$ cat src/rtl/mem_access_pkg.sv
// Shared RV32I types for the MEM stage: data word, control word, funct3 encodings and MEM FSM states.
package mem_access_pkg;

  typedef logic [31:0] rv32i_word;

  typedef enum logic [2:0] {
    F3_LB  = 3'b000,
    F3_LH  = 3'b001,
    F3_LW  = 3'b010,
    F3_LBU = 3'b100,
    F3_LHU = 3'b101
  } load_funct3_t;

  typedef enum logic [2:0] {
    F3_SB = 3'b000,
    F3_SH = 3'b001,
    F3_SW = 3'b010
  } store_funct3_t;

  typedef enum logic [1:0] {
    PCMUX_PC_PLUS4 = 2'b00,
    PCMUX_ALU_OUT  = 2'b01,
    PCMUX_ALU_MOD2 = 2'b10
  } pcmux_sel_t;

  typedef struct packed {
    logic [6:0] opcode;
    logic [2:0] funct3;
    logic       mem_read;
    logic       mem_write;
    logic       load_regfile;
    logic [4:0] rd;
    pcmux_sel_t pcmux_sel;
    logic [2:0] regfilemux_sel;
  } rv32i_control_word;

  typedef logic [1:0] mem_state_t;
  localparam mem_state_t ST_IDLE  = 2'd0;
  localparam mem_state_t ST_WAIT  = 2'd1;
  localparam mem_state_t ST_DRAIN = 2'd2;

  // funct3[1:0] encodes the access size for both loads and stores
  localparam logic [1:0] SIZE_BYTE = 2'b00;
  localparam logic [1:0] SIZE_HALF = 2'b01;

endpackage

$ cat src/rtl/mem_access_align.sv
// Byte-enable and store-lane alignment for data cache accesses (purely combinational).
module mem_align
  import mem_access_pkg::*;
(
  input  logic [1:0]  size,
  input  logic [1:0]  addr_lo,
  input  rv32i_word   rs2,
  output logic [3:0]  mbe,
  output rv32i_word   wdata
);

  always_comb begin
    mbe   = 4'b1111;
    wdata = rs2;
    case (size)
      SIZE_BYTE: begin
        mbe   = 4'b0001 << addr_lo;
        wdata = rs2 << {addr_lo, 3'b000};
      end
      SIZE_HALF: begin
        // a halfword at offset 3 would straddle the word; fold it into the upper lanes
        if (addr_lo == 2'd3) begin
          mbe   = 4'b1100;
          wdata = rs2 << 16;
        end else begin
          mbe   = 4'b0011 << addr_lo;
          wdata = rs2 << {addr_lo, 3'b000};
        end
      end
      default: begin
        mbe   = 4'b1111;
        wdata = rs2;
      end
    endcase
  end

endmodule

$ cat src/rtl/mem_access.sv
// MEM pipeline stage: data cache request FSM plus the MEM/WB register.
// Optional stall-cycle counter enabled by defining MEM_PERF_CNT_EN.
module mem_access
  import mem_access_pkg::*;
#(
  parameter int STALL_CNT_W = 32
) (
  input  logic              clk,
  input  logic              rst,
  input  logic              ex_valid,
  input  rv32i_word         ex_pc,
  input  rv32i_word         ex_pc_plus4,
  input  rv32i_word         ex_instruction,
  input  rv32i_control_word ex_ctrl_word,
  input  rv32i_word         ex_alu_out,
  input  rv32i_word         ex_rs2_out,
  input  rv32i_word         ex_br_en,
  input  logic              flush,
  output logic              mem_stall,
  output logic              data_read,
  output logic              data_write,
  output rv32i_word         data_addr,
  output logic [3:0]        data_mbe,
  output rv32i_word         data_wdata,
  input  logic              data_resp,
  input  rv32i_word         data_rdata,
  output logic              wb_valid,
  output rv32i_word         wb_pc,
  output rv32i_word         wb_pc_plus4,
  output rv32i_word         wb_instruction,
  output rv32i_control_word wb_ctrl_word,
  output logic [3:0]        wb_mem_byte_enable,
  output rv32i_word         wb_r_data,
  output rv32i_word         wb_alu,
  output rv32i_word         wb_br_en
`ifdef MEM_PERF_CNT_EN
  ,
  output logic [STALL_CNT_W-1:0] stall_cycles
`endif
);

  mem_state_t        state_q, state_d;
  logic              data_read_q, data_read_d;
  logic              data_write_q, data_write_d;
  rv32i_word         data_addr_q, data_addr_d;
  logic [3:0]        data_mbe_q, data_mbe_d;
  rv32i_word         data_wdata_q, data_wdata_d;
  logic              wb_valid_q, wb_valid_d;
  rv32i_word         wb_pc_q, wb_pc_d;
  rv32i_word         wb_pc_plus4_q, wb_pc_plus4_d;
  rv32i_word         wb_instruction_q, wb_instruction_d;
  rv32i_control_word wb_ctrl_q, wb_ctrl_d;
  logic [3:0]        wb_mbe_q, wb_mbe_d;
  rv32i_word         wb_r_data_q, wb_r_data_d;
  rv32i_word         wb_alu_q, wb_alu_d;
  rv32i_word         wb_br_en_q, wb_br_en_d;

  logic       mem_op;
  logic       load_wb;
  rv32i_word  r_data_sel;
  logic [3:0] align_mbe;
  rv32i_word  align_wdata;

  assign mem_op = ex_valid & (ex_ctrl_word.mem_read | ex_ctrl_word.mem_write);

  mem_align u_align (
    .size    (ex_ctrl_word.funct3[1:0]),
    .addr_lo (ex_alu_out[1:0]),
    .rs2     (ex_rs2_out),
    .mbe     (align_mbe),
    .wdata   (align_wdata)
  );

  always_comb begin
    state_d      = state_q;
    data_read_d  = data_read_q;
    data_write_d = data_write_q;
    data_addr_d  = data_addr_q;
    data_mbe_d   = data_mbe_q;
    data_wdata_d = data_wdata_q;
    mem_stall    = 1'b0;
    load_wb      = 1'b0;
    r_data_sel   = '0;
    case (state_q)
      ST_IDLE: begin
        if (mem_op && !flush) begin
          state_d      = ST_WAIT;
          data_read_d  = ex_ctrl_word.mem_read;
          data_write_d = ex_ctrl_word.mem_write & ~ex_ctrl_word.mem_read;
          data_addr_d  = {ex_alu_out[31:2], 2'b00};
          data_mbe_d   = align_mbe;
          data_wdata_d = align_wdata;
          mem_stall    = 1'b1;
        end else begin
          load_wb = 1'b1;
        end
      end
      ST_WAIT: begin
        if (data_resp) begin
          state_d      = ST_IDLE;
          data_read_d  = 1'b0;
          data_write_d = 1'b0;
          load_wb      = !flush;
          r_data_sel   = data_rdata;
        end else begin
          mem_stall = 1'b1;
          if (flush) state_d = ST_DRAIN;
        end
      end
      ST_DRAIN: begin
        // the cache cannot abort, so wait out the response and throw it away
        mem_stall = 1'b1;
        if (data_resp) begin
          state_d      = ST_IDLE;
          data_read_d  = 1'b0;
          data_write_d = 1'b0;
        end
      end
      default: begin
        state_d      = ST_IDLE;
        data_read_d  = 1'b0;
        data_write_d = 1'b0;
      end
    endcase
  end

  always_comb begin
    wb_valid_d       = 1'b0;
    wb_ctrl_d        = '0;
    wb_pc_d          = wb_pc_q;
    wb_pc_plus4_d    = wb_pc_plus4_q;
    wb_instruction_d = wb_instruction_q;
    wb_mbe_d         = wb_mbe_q;
    wb_r_data_d      = wb_r_data_q;
    wb_alu_d         = wb_alu_q;
    wb_br_en_d       = wb_br_en_q;
    if (load_wb) begin
      wb_valid_d       = ex_valid & ~flush;
      wb_ctrl_d        = ex_ctrl_word;
      wb_pc_d          = ex_pc;
      wb_pc_plus4_d    = ex_pc_plus4;
      wb_instruction_d = ex_instruction;
      wb_mbe_d         = align_mbe;
      wb_r_data_d      = r_data_sel;
      wb_alu_d         = ex_alu_out;
      wb_br_en_d       = ex_br_en;
      // a killed or empty slot must not write the regfile or redirect the PC
      if (!ex_valid || flush) begin
        wb_ctrl_d.load_regfile = 1'b0;
        wb_ctrl_d.pcmux_sel    = PCMUX_PC_PLUS4;
      end
    end
  end

  always_ff @(posedge clk or posedge rst) begin
    if (rst) begin
      state_q          <= ST_IDLE;
      data_read_q      <= 1'b0;
      data_write_q     <= 1'b0;
      data_addr_q      <= '0;
      data_mbe_q       <= '0;
      data_wdata_q     <= '0;
      wb_valid_q       <= 1'b0;
      wb_pc_q          <= '0;
      wb_pc_plus4_q    <= '0;
      wb_instruction_q <= '0;
      wb_ctrl_q        <= '0;
      wb_mbe_q         <= '0;
      wb_r_data_q      <= '0;
      wb_alu_q         <= '0;
      wb_br_en_q       <= '0;
    end else begin
      state_q          <= state_d;
      data_read_q      <= data_read_d;
      data_write_q     <= data_write_d;
      data_addr_q      <= data_addr_d;
      data_mbe_q       <= data_mbe_d;
      data_wdata_q     <= data_wdata_d;
      wb_valid_q       <= wb_valid_d;
      wb_pc_q          <= wb_pc_d;
      wb_pc_plus4_q    <= wb_pc_plus4_d;
      wb_instruction_q <= wb_instruction_d;
      wb_ctrl_q        <= wb_ctrl_d;
      wb_mbe_q         <= wb_mbe_d;
      wb_r_data_q      <= wb_r_data_d;
      wb_alu_q         <= wb_alu_d;
      wb_br_en_q       <= wb_br_en_d;
    end
  end

  assign data_read          = data_read_q;
  assign data_write         = data_write_q;
  assign data_addr          = data_addr_q;
  assign data_mbe           = data_mbe_q;
  assign data_wdata         = data_wdata_q;
  assign wb_valid           = wb_valid_q;
  assign wb_pc              = wb_pc_q;
  assign wb_pc_plus4        = wb_pc_plus4_q;
  assign wb_instruction     = wb_instruction_q;
  assign wb_ctrl_word       = wb_ctrl_q;
  assign wb_mem_byte_enable = wb_mbe_q;
  assign wb_r_data          = wb_r_data_q;
  assign wb_alu             = wb_alu_q;
  assign wb_br_en           = wb_br_en_q;

`ifdef MEM_PERF_CNT_EN
  logic [STALL_CNT_W-1:0] stall_cnt_q, stall_cnt_d;

  always_comb begin
    stall_cnt_d = stall_cnt_q;
    if (mem_stall && !(&stall_cnt_q)) stall_cnt_d = stall_cnt_q + STALL_CNT_W'(1);
  end

  always_ff @(posedge clk or posedge rst) begin
    if (rst) stall_cnt_q <= '0;
    else     stall_cnt_q <= stall_cnt_d;
  end

  assign stall_cycles = stall_cnt_q;
`else
  // performance counter not built
`endif

endmodule

$ cat config.mk
export PLATFORM = sky130hd
export DESIGN_NAME = mem_access
export DESIGN_NICKNAME = d
export VERILOG_FILES = /design/src/rtl/mem_access_pkg.sv /design/src/rtl/mem_access_align.sv /design/src/rtl/mem_access.sv
export SDC_FILE = /design/constraint.sdc
export NUM_CORES = 1
export LEC_CHECK = 0
export ABC_AREA = 1
export CAP_MARGIN = 25
export CORE_AREA = 5 5 210 212
export CTS_BUF_LIST = sky130_fd_sc_hd__clkbuf_4 sky130_fd_sc_hd__clkbuf_8
export CTS_CLUSTER_SIZE = 12
export DETAILED_ROUTE_END_ITERATION = 6
export DIE_AREA = 0 0 215 217
export MAX_ROUTING_LAYER = met4
export PLACE_DENSITY_LB_ADDON = 0.2
export SYNTH_ARGS = -nofsm -noshare
export SYNTH_HDL_FRONTEND = slang
export SYNTH_SLANG_ARGS = --single-unit
export TNS_END_PERCENT = 5
$ cat constraint.sdc
create_clock -name clk -period 10.3 [get_ports clk]
set_input_delay 2.06 -clock clk [delete_from_list [all_inputs] [get_ports clk]]
set_output_delay 2.06 -clock clk [all_outputs]
set_load 0.01 [all_outputs]
==> impl_metrics.env, run 1 <==
export IMPL_dp_hpwl_um=32400
export IMPL_lastStage="detailed routing (5_2_route)"
export IMPL_error_message="[ERROR DRT-0255] Maze Route cannot find path of net clk in worker of routeBox ( 193200 0 ) ( 215000 48300 )."
export IMPL_gp_congestion=0.843
export IMPL_placed_cells=2460
export IMPL_ctsResizeCount=0
export IMPL_grt_start_max_net_pins=134
export IMPL_cts_sinks=290
export IMPL_clockRootBuffer="clkbuf_8"
export IMPL_dp_slack_ns=3.90
export IMPL_io_buffers=540
export IMPL_start_util_pct=28.8
export IMPL_status="aborted with a tool error"
export IMPL_grt_pass1_wl_um=68400
export IMPL_avgSynthCellArea_um2=8.32
export IMPL_synth_area_mm2=0.0120
export IMPL_antenna_found_initial=6
export IMPL_ys_ff_latch=290
export IMPL_ioPinCount=543
export IMPL_die_h_um=217
export IMPL_rows=75
export IMPL_cts_buffers=52
export IMPL_ys_seq_area_share_pct=60.3
export IMPL_grt_ovfl_total=0
export IMPL_grt_pass1_vias=11300
export IMPL_cts_max_level=2
export IMPL_syn_inst=1447
export IMPL_async_flop_share_pct=100
export IMPL_yosysUniqueCellTypes=29
export IMPL_yosys_warnings=0
export IMPL_die_w_um=215
export IMPL_hold_buffers=0
export IMPL_synth_flop_cell="dfrtp_1"
export IMPL_synth_edf_count=0
export IMPL_grtUsageTotal_pct=19.2
export IMPL_post_cts_repair_setup_buffers=0
export IMPL_cts_buffer_depth=3
[metal layers]
metal / track usage, %
met1: 22.2
met4: 5.93
met2: 31.2
met3: 7.48
met5: -
[through the flow]
stage	instance area, µm²	hold slack, ns
floorplan	12000	0.496
global placement	17700	0.452
detailed placement	17700	0.457
CTS	18800	0.471
global route	18800	0.482
[cells by family after synthesis]
kind of cell    Yosys count  share of synthesized area, %
other cells               1                        0.0312
simple gates            963                          30.9
flops                   290                          60.3
fa+ha+maj                 4                         0.416
compound gates           32                          1.52
buf+inv                 157                          6.79
[cells in the mapped netlist (all sizes together) (2+ instances only)]
library cell / instances / area [µm²]
nand2: 836 / 3150
dfrtp: 290 / 7260
inv: 80 / 300
nor2: 78 / 313
buf: 62 / 459
nand3: 35 / 175
o21ai: 19 / 95.1
clkbuf: 13 / 50.0
nand4: 13 / 81.3
o22ai: 5 / 31.3
a21boi: 4 / 30.0
ha: 4 / 50.1
clkinv: 2 / 7.51
o211ai: 2 / 15.0
==> run 2: changes to the inputs <==
==> config.mk (replaced) <==
export PLATFORM = sky130hd
export DESIGN_NAME = mem_access
export DESIGN_NICKNAME = d
export VERILOG_FILES = /design/src/rtl/mem_access_pkg.sv /design/src/rtl/mem_access_align.sv /design/src/rtl/mem_access.sv
export SDC_FILE = /design/constraint.sdc
export NUM_CORES = 1
export LEC_CHECK = 0
export ABC_AREA = 1
export CAP_MARGIN = 25
export CORE_AREA = 5 5 208 210
export DETAILED_ROUTE_END_ITERATION = 6
export DIE_AREA = 0 0 213 215
export PLACE_DENSITY_LB_ADDON = 0.15
export SYNTH_ARGS = -nofsm -noshare
export SYNTH_HDL_FRONTEND = slang
export SYNTH_SLANG_ARGS = --single-unit
export TNS_END_PERCENT = 5
==> constraint.sdc (replaced) <==
create_clock -name clk -period 13.4 [get_ports clk]
set_input_delay 2.68 -clock clk [delete_from_list [all_inputs] [get_ports clk]]
set_output_delay 2.68 -clock clk [all_outputs]
set_load 0.01 [all_outputs]
==> run 2 against run 1 <==
Effect of this change:
- area after synthesis unchanged
- synthesized cell count unchanged
- the run now ends clean
- global-route usage decreased by 0.24 points
==> impl_metrics.env, run 2 <==
export IMPL_status="completed"
export IMPL_cts_buffers=36
export IMPL_period_minus_slack_ns=7.70
export IMPL_start_util_pct=29.1
export IMPL_tns_ns=0
export IMPL_yosysTopAreaCell="dfrtp_1"
export IMPL_io_buffers=540
export IMPL_grtUsageTotal_pct=19.0
export IMPL_clk_latency_ns=0.53
export IMPL_final_cell_mix="nand2_1, clkdlybuf4s50_1, dfrtp_1"
export IMPL_post_route_period_util_pct=57.5
export IMPL_multi_input_area_mm2=0.00398
export IMPL_fp_dieArea_mm2=0.0458
export IMPL_synth_compound_area_share_pct=1.52
export IMPL_drtPass1Iterations=5
export IMPL_avgSynthCellArea_um2=8.32
export IMPL_synth_xor_area_share_pct=0
export IMPL_path_buf_inv=3
export IMPL_reg2reg_slack_ns=9.71
export IMPL_dp_slack_ns=5.64
export IMPL_tightest_slew_ns=1.05
export IMPL_die_w_um=213
export IMPL_grt_start_max_net_pins=114
export IMPL_slowest_stage="clkdlybuf4s50_1"
export IMPL_hold_violations=0
export IMPL_yosysUniqueCellTypes=29
export IMPL_dp_hpwl_um=32300
export IMPL_p_leak_nw=9.43
export IMPL_yosysMostFrequentCell="nand2_1"
export IMPL_clockRootBuffer="clkbuf_16"
export IMPL_ys_seq_area_share_pct=60.3
export IMPL_cts_buffer_depth=3
export IMPL_arrival_ns=5.02
export IMPL_drtAntennaViolNets=0
export IMPL_finalClockSkew_ns=0.00806
export IMPL_path_clk_slew_ns=0.06
export IMPL_ctsResizeCount=0
export IMPL_fillerInstances=4108
export IMPL_synth_edf_count=0
export IMPL_async_flop_share_pct=100
export IMPL_rows=75
export IMPL_path_delay_family="buffers and inverters"
export IMPL_post_cts_repair_setup_buffers=0
export IMPL_final_common_cell="nand2_1"
export IMPL_worstPathCellList="clkdlybuf4s50_1 > inv_1 > nand2_1 > nor2_4 > nand2_2 > a31oi_1 > clkdlybuf4s50_1"
export IMPL_cp_max_fo=22
export IMPL_cts_tree="done"
export IMPL_gp_congestion=0.814
export IMPL_regArea_mm2=0.00726
export IMPL_synth_flop_cell="dfrtp_1"
export IMPL_cts_sinks=290
export IMPL_synthSimpleGateAreaFrac_pct=30.9
export IMPL_drt_total_wl_um=45000
export IMPL_yosys_warnings=0
export IMPL_vias=11000
export IMPL_hold_depth=2
export IMPL_max_freq_mhz=130
export IMPL_final_util_pct=45.8
export IMPL_rr_startpoint="state_q[0]$_DFFE_PP0P_"
export IMPL_hold_slack_ns=0.467
export IMPL_grt_pass1_vias=11100
export IMPL_area_growth_pct=57.4
export IMPL_antenna_found_initial=8
export IMPL_syn_inst=1447
export IMPL_synthAdderAreaFrac_pct=0.416
export IMPL_nets=2217
export IMPL_p_per_area_mw_per_mm2=234
export IMPL_ir_drop_mv=0.108
export IMPL_ioPinCount=543
export IMPL_drt_iter0_drc=756
export IMPL_synth_common_cells="nand2_1, dfrtp_1, inv_1, nor2_1, nand3_1"
export IMPL_cts_max_level=2
export IMPL_finalPower_mw=4.42
export IMPL_slew_viol_final=0
export IMPL_ys_ff_latch=290
export IMPL_crit_path_max_incr_delay_ns=0.65
export IMPL_drive_gt1_share_pct=3.73
export IMPL_cp_num_cells=7
export IMPL_max_slew_margin_pct=29.6
export IMPL_finalSetupViolations=0
export IMPL_grt_pass1_wl_um=67800
export IMPL_rsz0062_at_grt="false"
export IMPL_critPathCapture="mem_stall"
export IMPL_synth_top_cell_area_share_pct=60.3
export IMPL_wl_per_cell_um=17.8
export IMPL_rr_worst_depth=9
export IMPL_drc=0
export IMPL_setup_slack_ns=5.70
export IMPL_crit_type="input port to output pin"
export IMPL_drv_cap=0
export IMPL_synth_top_family_by_area="simple AND/OR/NAND/NOR gates"
export IMPL_hold_buffers=0
export IMPL_hp_class="flop to flop"
export IMPL_core_area_mm2=0.0414
export IMPL_end_kind="output pin"
export IMPL_grt_ovfl_total=0
export IMPL_required_ns=10.72
export IMPL_die_h_um=215
export IMPL_synth_area_mm2=0.0120
export IMPL_ys_top_cells_by_area="dfrtp_1, nand2_1, inv_1"
export IMPL_worstSetupStartpoint="flush"
export IMPL_r2r_end="wb_alu[20]$_DFFE_PP0P_"
export IMPL_crit_path_start_kind="input port"
export IMPL_synth_mux_area_share_pct=0
export IMPL_viasPerCell=4.34
export IMPL_crit_top_cell="clkdlybuf4s50_1"
run 2: cells by family after synthesis:
group / count (synthesis)
adder cells (fa/ha/maj): 4
flip-flops: 290
other: 1
AND/OR/NAND/NOR: 963
buffers and inverters: 157
AO/OA/AOI/OAI: 32
run 2: how the worst min path moves through the flow:
| stage | slack [ns] | start | to |
|---|---|---|---|
| 2_1_floorplan | 0.50 | state_q[0]$_DFFE_PP0P_ | state_q[0]$_DFFE_PP0P_ |
| 3_3_place_gp | 0.45 | wb_pc_plus4[8]$_DFFE_PP0P_ | wb_pc_plus4[8]$_DFFE_PP0P_ |
| 3_5_place_dp | 0.46 | wb_pc[31]$_DFFE_PP0P_ | wb_pc[31]$_DFFE_PP0P_ |
| 4_1_cts | 0.47 | wb_instruction[9]$_DFFE_PP0P_ | wb_instruction[9]$_DFFE_PP0P_ |
| 5_1_grt | 0.48 | wb_r_data[14]$_DFFE_PP0P_ | wb_r_data[14]$_DFFE_PP0P_ |
| 6_report | 0.47 | wb_r_data[3]$_DFFE_PP0P_ | wb_r_data[3]$_DFFE_PP0P_ |
run 2: final cells by class:
| type | count | area share (%) |
|---|---|---|
| clock inverter | 8 | 0.476 |
| tap | 539 | 3.56 |
| timing repair buffer | 550 | 29.3 |
| clock buffer | 53 | 5.68 |
| multi-input combinational | 1001 | 21.0 |
| sequential | 290 | 38.3 |
| inverter | 82 | 1.69 |
| antenna | 1 | 0.0132 |
run 2: worst min-delay path, stage by stage, from the launching register on:
cell	delay, ns
dfrtp_1	0.34
nand2_1	0.05
nand2_1	0.04
run 2: power breakdown:
part           switching, mW  total [mW]  leakage (nW)  internal [mW]
Clock                  0.373       0.964         0.581          0.591
Combinational           1.05        1.99          5.25          0.941
Sequential             0.203        1.47          3.61           1.27
Total                   1.62        4.42          9.43           2.80
run 2: per-stage QoR:
stage / instances / area (µm²)
detailed placement: 2460 / 17700
global placement: 2459 / 17700
finish: 2524 / 18900
global route: 2523 / 18900
floorplan: 1448 / 12000
CTS: 2521 / 18900
run 2: routing by layer:
metal	track usage [%]	vias up	part of all wire, %
met5	0	-	0.20
met1	22.7	5130	39
li1	-	5370	-
met3	8.11	74	11
met2	31.5	376	48
met4	4.89	14	2.5
No activity file was read; power rests on OpenSTA's default activity.
==> run 3: changes to the inputs <==
--- a/config.mk
+++ b/config.mk
@@ -7,9 +7,9 @@
 export LEC_CHECK = 0
 export ABC_AREA = 1
 export CAP_MARGIN = 25
-export CORE_AREA = 5 5 208 210
+export CORE_AREA = 5 5 207 209
 export DETAILED_ROUTE_END_ITERATION = 6
-export DIE_AREA = 0 0 213 215
+export DIE_AREA = 0 0 212 214
 export PLACE_DENSITY_LB_ADDON = 0.15
 export SYNTH_ARGS = -nofsm -noshare
 export SYNTH_HDL_FRONTEND = slang
==> constraint.sdc (replaced) <==
create_clock -name clk -period 6.3 [get_ports clk]
set_input_delay 1.26 -clock clk [delete_from_list [all_inputs] [get_ports clk]]
set_output_delay 1.26 -clock clk [all_outputs]
set_load 0.01 [all_outputs]
==> run 3 against run 2 <==
Effect of this change:
- via count grew 0.50%
- largest power group unchanged
- highest routed layer unchanged
- utilization grew 0.71 points
- non-clock buffer count is the same
- critical path type unchanged
- register-to-register slack lost 6.5 ns
==> impl_metrics.env, run 3 (synthesis gave the netlist of run 2 again) <==
export IMPL_clockRootBuffer="clkbuf_16"
export IMPL_cts_buffers=35
export IMPL_cp_max_fo=14
export IMPL_rr_startpoint="state_q[0]$_DFFE_PP0P_"
export IMPL_status="completed"
export IMPL_final_common_cell="nand2_1"
export IMPL_dp_slack_ns=1.78
export IMPL_rows=74
export IMPL_drv_cap=0
export IMPL_core_area_mm2=0.0406
export IMPL_die_w_um=212
export IMPL_ir_drop_mv=0.312
export IMPL_design_area_mm2=0.0189
export IMPL_met2_length_um=21300
export IMPL_drtPass1Iterations=5
export IMPL_drive_gt1_share_pct=3.58
export IMPL_crit_path_max_incr_delay_ns=0.65
export IMPL_max_slew_margin_pct=27.3
export IMPL_cts_sinks=290
export IMPL_slew_viol_final=0
export IMPL_period_minus_slack_ns=4.52
export IMPL_hp_start="wb_r_data[16]$_DFFE_PP0P_"
export IMPL_p_leak_nw=9.40
export IMPL_wl_met1_um=17200
export IMPL_die_h_um=214
export IMPL_cts_tree="done"
export IMPL_clk_latency_ns=0.53
export IMPL_grt_pass1_wl_um=68400
export IMPL_crit_top_cell="clkdlybuf4s50_1"
export IMPL_wl_per_cell_um=17.9
export IMPL_final_cell_mix="nand2_1, clkdlybuf4s50_1, dfrtp_1"
export IMPL_viasPerCell=4.38
export IMPL_tns_ns=0
export IMPL_start_util_pct=29.6
export IMPL_area_growth_pct=57.0
export IMPL_grt_ovfl_total=0
export IMPL_tightest_slew_ns=1.09
export IMPL_rsz0062_at_grt="false"
export IMPL_end_kind="output pin"
export IMPL_hold_violations=0
export IMPL_post_route_period_util_pct=71.7
export IMPL_r2r_end="wb_r_data[17]$_DFFE_PP0P_"
export IMPL_grtUsageTotal_pct=19.2
export IMPL_hold_depth=2
export IMPL_placed_cells=2453
export IMPL_p_per_area_mw_per_mm2=496
export IMPL_path_clk_slew_ns=0.06
export IMPL_slowest_stage="clkdlybuf4s50_1"
export IMPL_fp_dieArea_mm2=0.0454
export IMPL_placed_area_mm2=0.0177
export IMPL_rr_worst_depth=8
export IMPL_finalPower_mw=9.36
export IMPL_drt_total_wl_um=45100
export IMPL_crit_type="input port to output pin"
export IMPL_max_freq_mhz=221
export IMPL_grt_start_max_net_pins=173
export IMPL_cts_buffer_depth=3
export IMPL_arrival_ns=3.26
export IMPL_finalClockSkew_ns=0.0124
export IMPL_path_delay_family="buffers and inverters"
export IMPL_antenna_found_initial=10
export IMPL_required_ns=5.04
export IMPL_final_cells=2516
export IMPL_setup_slack_ns=1.78
export IMPL_top_layer_used="met5"
export IMPL_ctsResizeCount=0
export IMPL_nets=2216
export IMPL_cts_max_level=2
export IMPL_dp_hpwl_um=32100
export IMPL_post_cts_repair_setup_buffers=0
export IMPL_io_buffers=540
export IMPL_holdPathEnd="wb_r_data[16]$_DFFE_PP0P_"
export IMPL_ioPinCount=543
export IMPL_grt_pass1_vias=11000
export IMPL_gp_congestion=0.829
export IMPL_reg2reg_slack_ns=3.21
export IMPL_path_buf_inv=3
export IMPL_crit_path_start_kind="input port"
export IMPL_hp_class="flop to flop"
export IMPL_drc=0
export IMPL_worstPathCellList="clkdlybuf4s50_1 > inv_1 > nand2_1 > nor2_4 > nand2_2 > a31oi_1 > clkdlybuf4s50_1"
export IMPL_drtAntennaViolNets=0
export IMPL_finalSetupViolations=0
export IMPL_wl_met3_um=4970
export IMPL_drt_iter0_drc=708
export IMPL_vias=11000
export IMPL_hold_buffers=0
run 3: how the worst max path moves through the flow:
stage               startpoint                         to  slack, ns  cells after the start
finish                   flush                  mem_stall       1.78                      7
global route             flush                  mem_stall       1.64                      7
CTS                      flush                  mem_stall       1.76                      7
detailed placement       flush                  mem_stall       1.78                      7
global placement         flush                  mem_stall       1.82                      7
floorplan                  rst  data_addr[10]$_DFFE_PP0P_       1.19                      1
run 3: worst reg2reg max path: cells and delay by family (launching register included):
kind                     cells  cell delay (ns)
buffers and inverters        3             1.35
AND/OR/NAND/NOR              4             0.86
adder cells (fa/ha/maj)      1             0.43
flip-flops                   1             0.40
run 3: final cells by class:
type,count,area [µm²]
clock inverters,8,93.8
well taps,532,666
repair buffers,550,5550
inverters,82,317
clock buffers,51,1030
multi-input cells,1001,3970
flip-flops and latches,290,7260
diodes,2,5.00
fillers,3993,21800
run 3: report_power, final:
part	switching [mW]	internal, mW	total, mW
clock network	0.784	1.21	1.99
logic	2.23	2.02	4.25
registers	0.420	2.70	3.12
total	3.44	5.92	9.36
run 3: through the flow:
stage | hold WS, ns | util [%]
floorplan | 0.496 | -
global placement | 0.453 | 43.6
detailed placement | 0.457 | 43.6
CTS | 0.471 | 46.4
global route | 0.478 | 46.5
finish | 0.466 | 46.5
run 3: metal layers:
| layer | track usage (%) | up-vias |
|---|---|---|
| met2 | 30.9 | 390 |
| li1 | - | 5378 |
| met4 | 6.94 | 16 |
| met3 | 8.71 | 90 |
| met5 | 0 | - |
| met1 | 22.7 | 5145 |
==> run 4: changes to the inputs <==
--- a/config.mk
+++ b/config.mk
@@ -7,9 +7,9 @@
 export LEC_CHECK = 0
 export ABC_AREA = 1
 export CAP_MARGIN = 25
-export CORE_AREA = 5 5 207 209
+export CORE_AREA = 5 5 208 210
 export DETAILED_ROUTE_END_ITERATION = 6
-export DIE_AREA = 0 0 212 214
+export DIE_AREA = 0 0 213 215
 export PLACE_DENSITY_LB_ADDON = 0.15
 export SYNTH_ARGS = -nofsm -noshare
 export SYNTH_HDL_FRONTEND = slang
==> constraint.sdc (replaced) <==
create_clock -name clk -period 4.33 [get_ports clk]
set_input_delay 0.866 -clock clk [delete_from_list [all_inputs] [get_ports clk]]
set_output_delay 0.866 -clock clk [all_outputs]
set_load 0.01 [all_outputs]
==> run 4 against run 3 <==
Effect of this change:
- clock skew fell by 0.0046 ns
- critical path depth fell by 2
- global-route usage fell by 0.26 points
- utilization fell by 0.85 points
- sequential share of layout area barely moved
- clock power rose by 43%
- design area barely moved
- first-iteration DRC count fell by 9.5%
- register-to-register slack got worse by 1.6 ns
- highest routed layer unchanged
==> impl_metrics.env, run 4 (synthesis gave the netlist of run 2 again) <==
export IMPL_status="completed"
export IMPL_vias=10900
export IMPL_wl_per_cell_um=17.8
export IMPL_clockRootBuffer="clkbuf_16"
export IMPL_worstPathCellList="inv_1 > ha_1 > nand2_2 > a31oi_1 > clkdlybuf4s50_1"
export IMPL_rows=75
export IMPL_grtUsageTotal_pct=19.0
export IMPL_ioPinCount=543
export IMPL_met3_usage_pct=7.23
export IMPL_clk_latency_ns=0.52
export IMPL_crit_type="flop to output pin"
export IMPL_tns_ns=0
export IMPL_fp_dieArea_mm2=0.0458
export IMPL_antenna_found_initial=6
export IMPL_slew_viol_final=0
export IMPL_max_freq_mhz=285
export IMPL_area_growth_pct=56.9
export IMPL_slowest_stage="clkdlybuf4s50_1"
export IMPL_post_cts_repair_setup_buffers=0
export IMPL_drc=0
export IMPL_drt_total_wl_um=44800
export IMPL_dp_slack_ns=0.829
export IMPL_drtAntennaViolNets=0
export IMPL_die_w_um=213
export IMPL_final_cell_mix="nand2_1, clkdlybuf4s50_1, dfrtp_1"
export IMPL_busiest_layer="met2"
export IMPL_drive_gt1_share_pct=3.43
export IMPL_p_per_area_mw_per_mm2=718
export IMPL_core_area_mm2=0.0414
export IMPL_final_common_cell="nand2_1"
export IMPL_start_util_pct=29.1
export IMPL_fillerInstances=4097
export IMPL_drt_iter0_drc=641
export IMPL_grtUsageMet1_pct=22.8
export IMPL_max_slew_margin_pct=26.5
export IMPL_drv_cap=0
export IMPL_grt_start_max_net_pins=197
export IMPL_cts_sinks=290
export IMPL_grt_pass1_vias=11000
export IMPL_die_h_um=215
export IMPL_use_met2_pct=31.4
export IMPL_arrival_ns=2.65
export IMPL_rr_startpoint="state_q[0]$_DFFE_PP0P_"
export IMPL_hold_slack_ns=0.466
export IMPL_cts_buffers=36
export IMPL_viasPerCell=4.31
export IMPL_crit_path_start_kind="flop"
export IMPL_ir_drop_mv=0.555
export IMPL_worstSetupStartpoint="state_q[0]$_DFFE_PP0P_"
export IMPL_cts_max_level=2
export IMPL_drtPass1Iterations=4
export IMPL_post_route_period_util_pct=81.1
export IMPL_hold_buffers=0
export IMPL_cts_tree="done"
export IMPL_setup_slack_ns=0.819
export IMPL_cp_max_fo=16
export IMPL_path_delay_family="buffers and inverters"
export IMPL_nets=2219
export IMPL_tightest_slew_ns=1.10
export IMPL_grt_ovfl_total=0
export IMPL_hold_violations=0
export IMPL_cts_buffer_depth=3
export IMPL_rsz0062_at_grt="false"
export IMPL_end_kind="output pin"
export IMPL_dp_hpwl_um=31700
export IMPL_hp_class="flop to flop"
export IMPL_grt_pass1_wl_um=67700
export IMPL_crit_path_max_incr_delay_ns=0.64
export IMPL_period_minus_slack_ns=3.51
export IMPL_path_buf_inv=2
export IMPL_path_clk_slew_ns=0.06
export IMPL_p_leak_nw=9.39
export IMPL_gp_congestion=0.832
export IMPL_required_ns=3.46
export IMPL_finalSetupViolations=0
export IMPL_io_buffers=540
export IMPL_ctsResizeCount=0
export IMPL_hp_start="wb_r_data[18]$_DFFE_PP0P_"
export IMPL_finalClockSkew_ns=0.00777
## run 4: cell count changes in the layout (fill, tap and decap cells not counted), moves of 2 or more
cell	change
clkinv_2	-2
buf_4	+2
clkbuf_1	+4
clkbuf_8	-3
clkbuf_16	+2
## run 4: worst paths after layout
kind	endpoint	slack, ns	depth (start not counted)
max in group asynchronous	wb_br_en[3]$_DFFE_PP0P_	2.36	3
min reg2reg	wb_r_data[18]$_DFFE_PP0P_	0.47	2
min	wb_r_data[18]$_DFFE_PP0P_	0.47	2
min in group asynchronous	wb_instruction[5]$_DFFE_PP0P_	0.65	2
max reg2reg	data_wdata[29]$_DFFE_PP0P_	1.62	7
max	mem_stall	0.82	5
## run 4: through the flow
stage | total power, mW | instances | utilization, % | cell area (µm²)
after floorplan | 7.42 | 1448 | - | 12000
after global placement | 10.8 | 2464 | 43.0 | 17800
after detailed placement | 10.9 | 2464 | 43.0 | 17800
after CTS | 13.9 | 2522 | 45.6 | 18900
after global routing | 14.6 | 2523 | 45.6 | 18900
final | 13.6 | 2523 | 45.6 | 18900
## run 4: area by class of cell
class / instances / area [µm²] / area share, %
Clock buffer: 54 / 1050 / 5.56
Clock inverter: 4 / 45.0 / 0.239
Inverter: 82 / 317 / 1.68
Multi-Input combinational cell: 1001 / 3970 / 21.1
Sequential cell: 290 / 7260 / 38.4
Tap cell: 539 / 674 / 3.57
Timing Repair Buffer: 552 / 5560 / 29.4
Antenna cell: 1 / 2.50 / 0.0133
## run 4: where the power goes
| part | switching [mW] | internal, mW | leakage (nW) | total (mW) |
|---|---|---|---|---|
| combinational | 3.23 | 2.94 | 5.25 | 6.17 |
| sequential | 0.627 | 3.93 | 3.61 | 4.55 |
| clock | 1.12 | 1.72 | 0.538 | 2.84 |
| total | 4.98 | 8.58 | 9.39 | 13.6 |
## run 4: metal layers
metal	part of all wire, %	vias to the layer above
li1	-	5378
met1	39	5063
met2	48	350
met3	9.9	70
met4	2.9	8
met5	0.15	-
## run 4: worst min-delay path: stages (launching register included)
cell	delay, ns
dfrtp_1	0.34
nand2_1	0.05
nand2_1	0.05
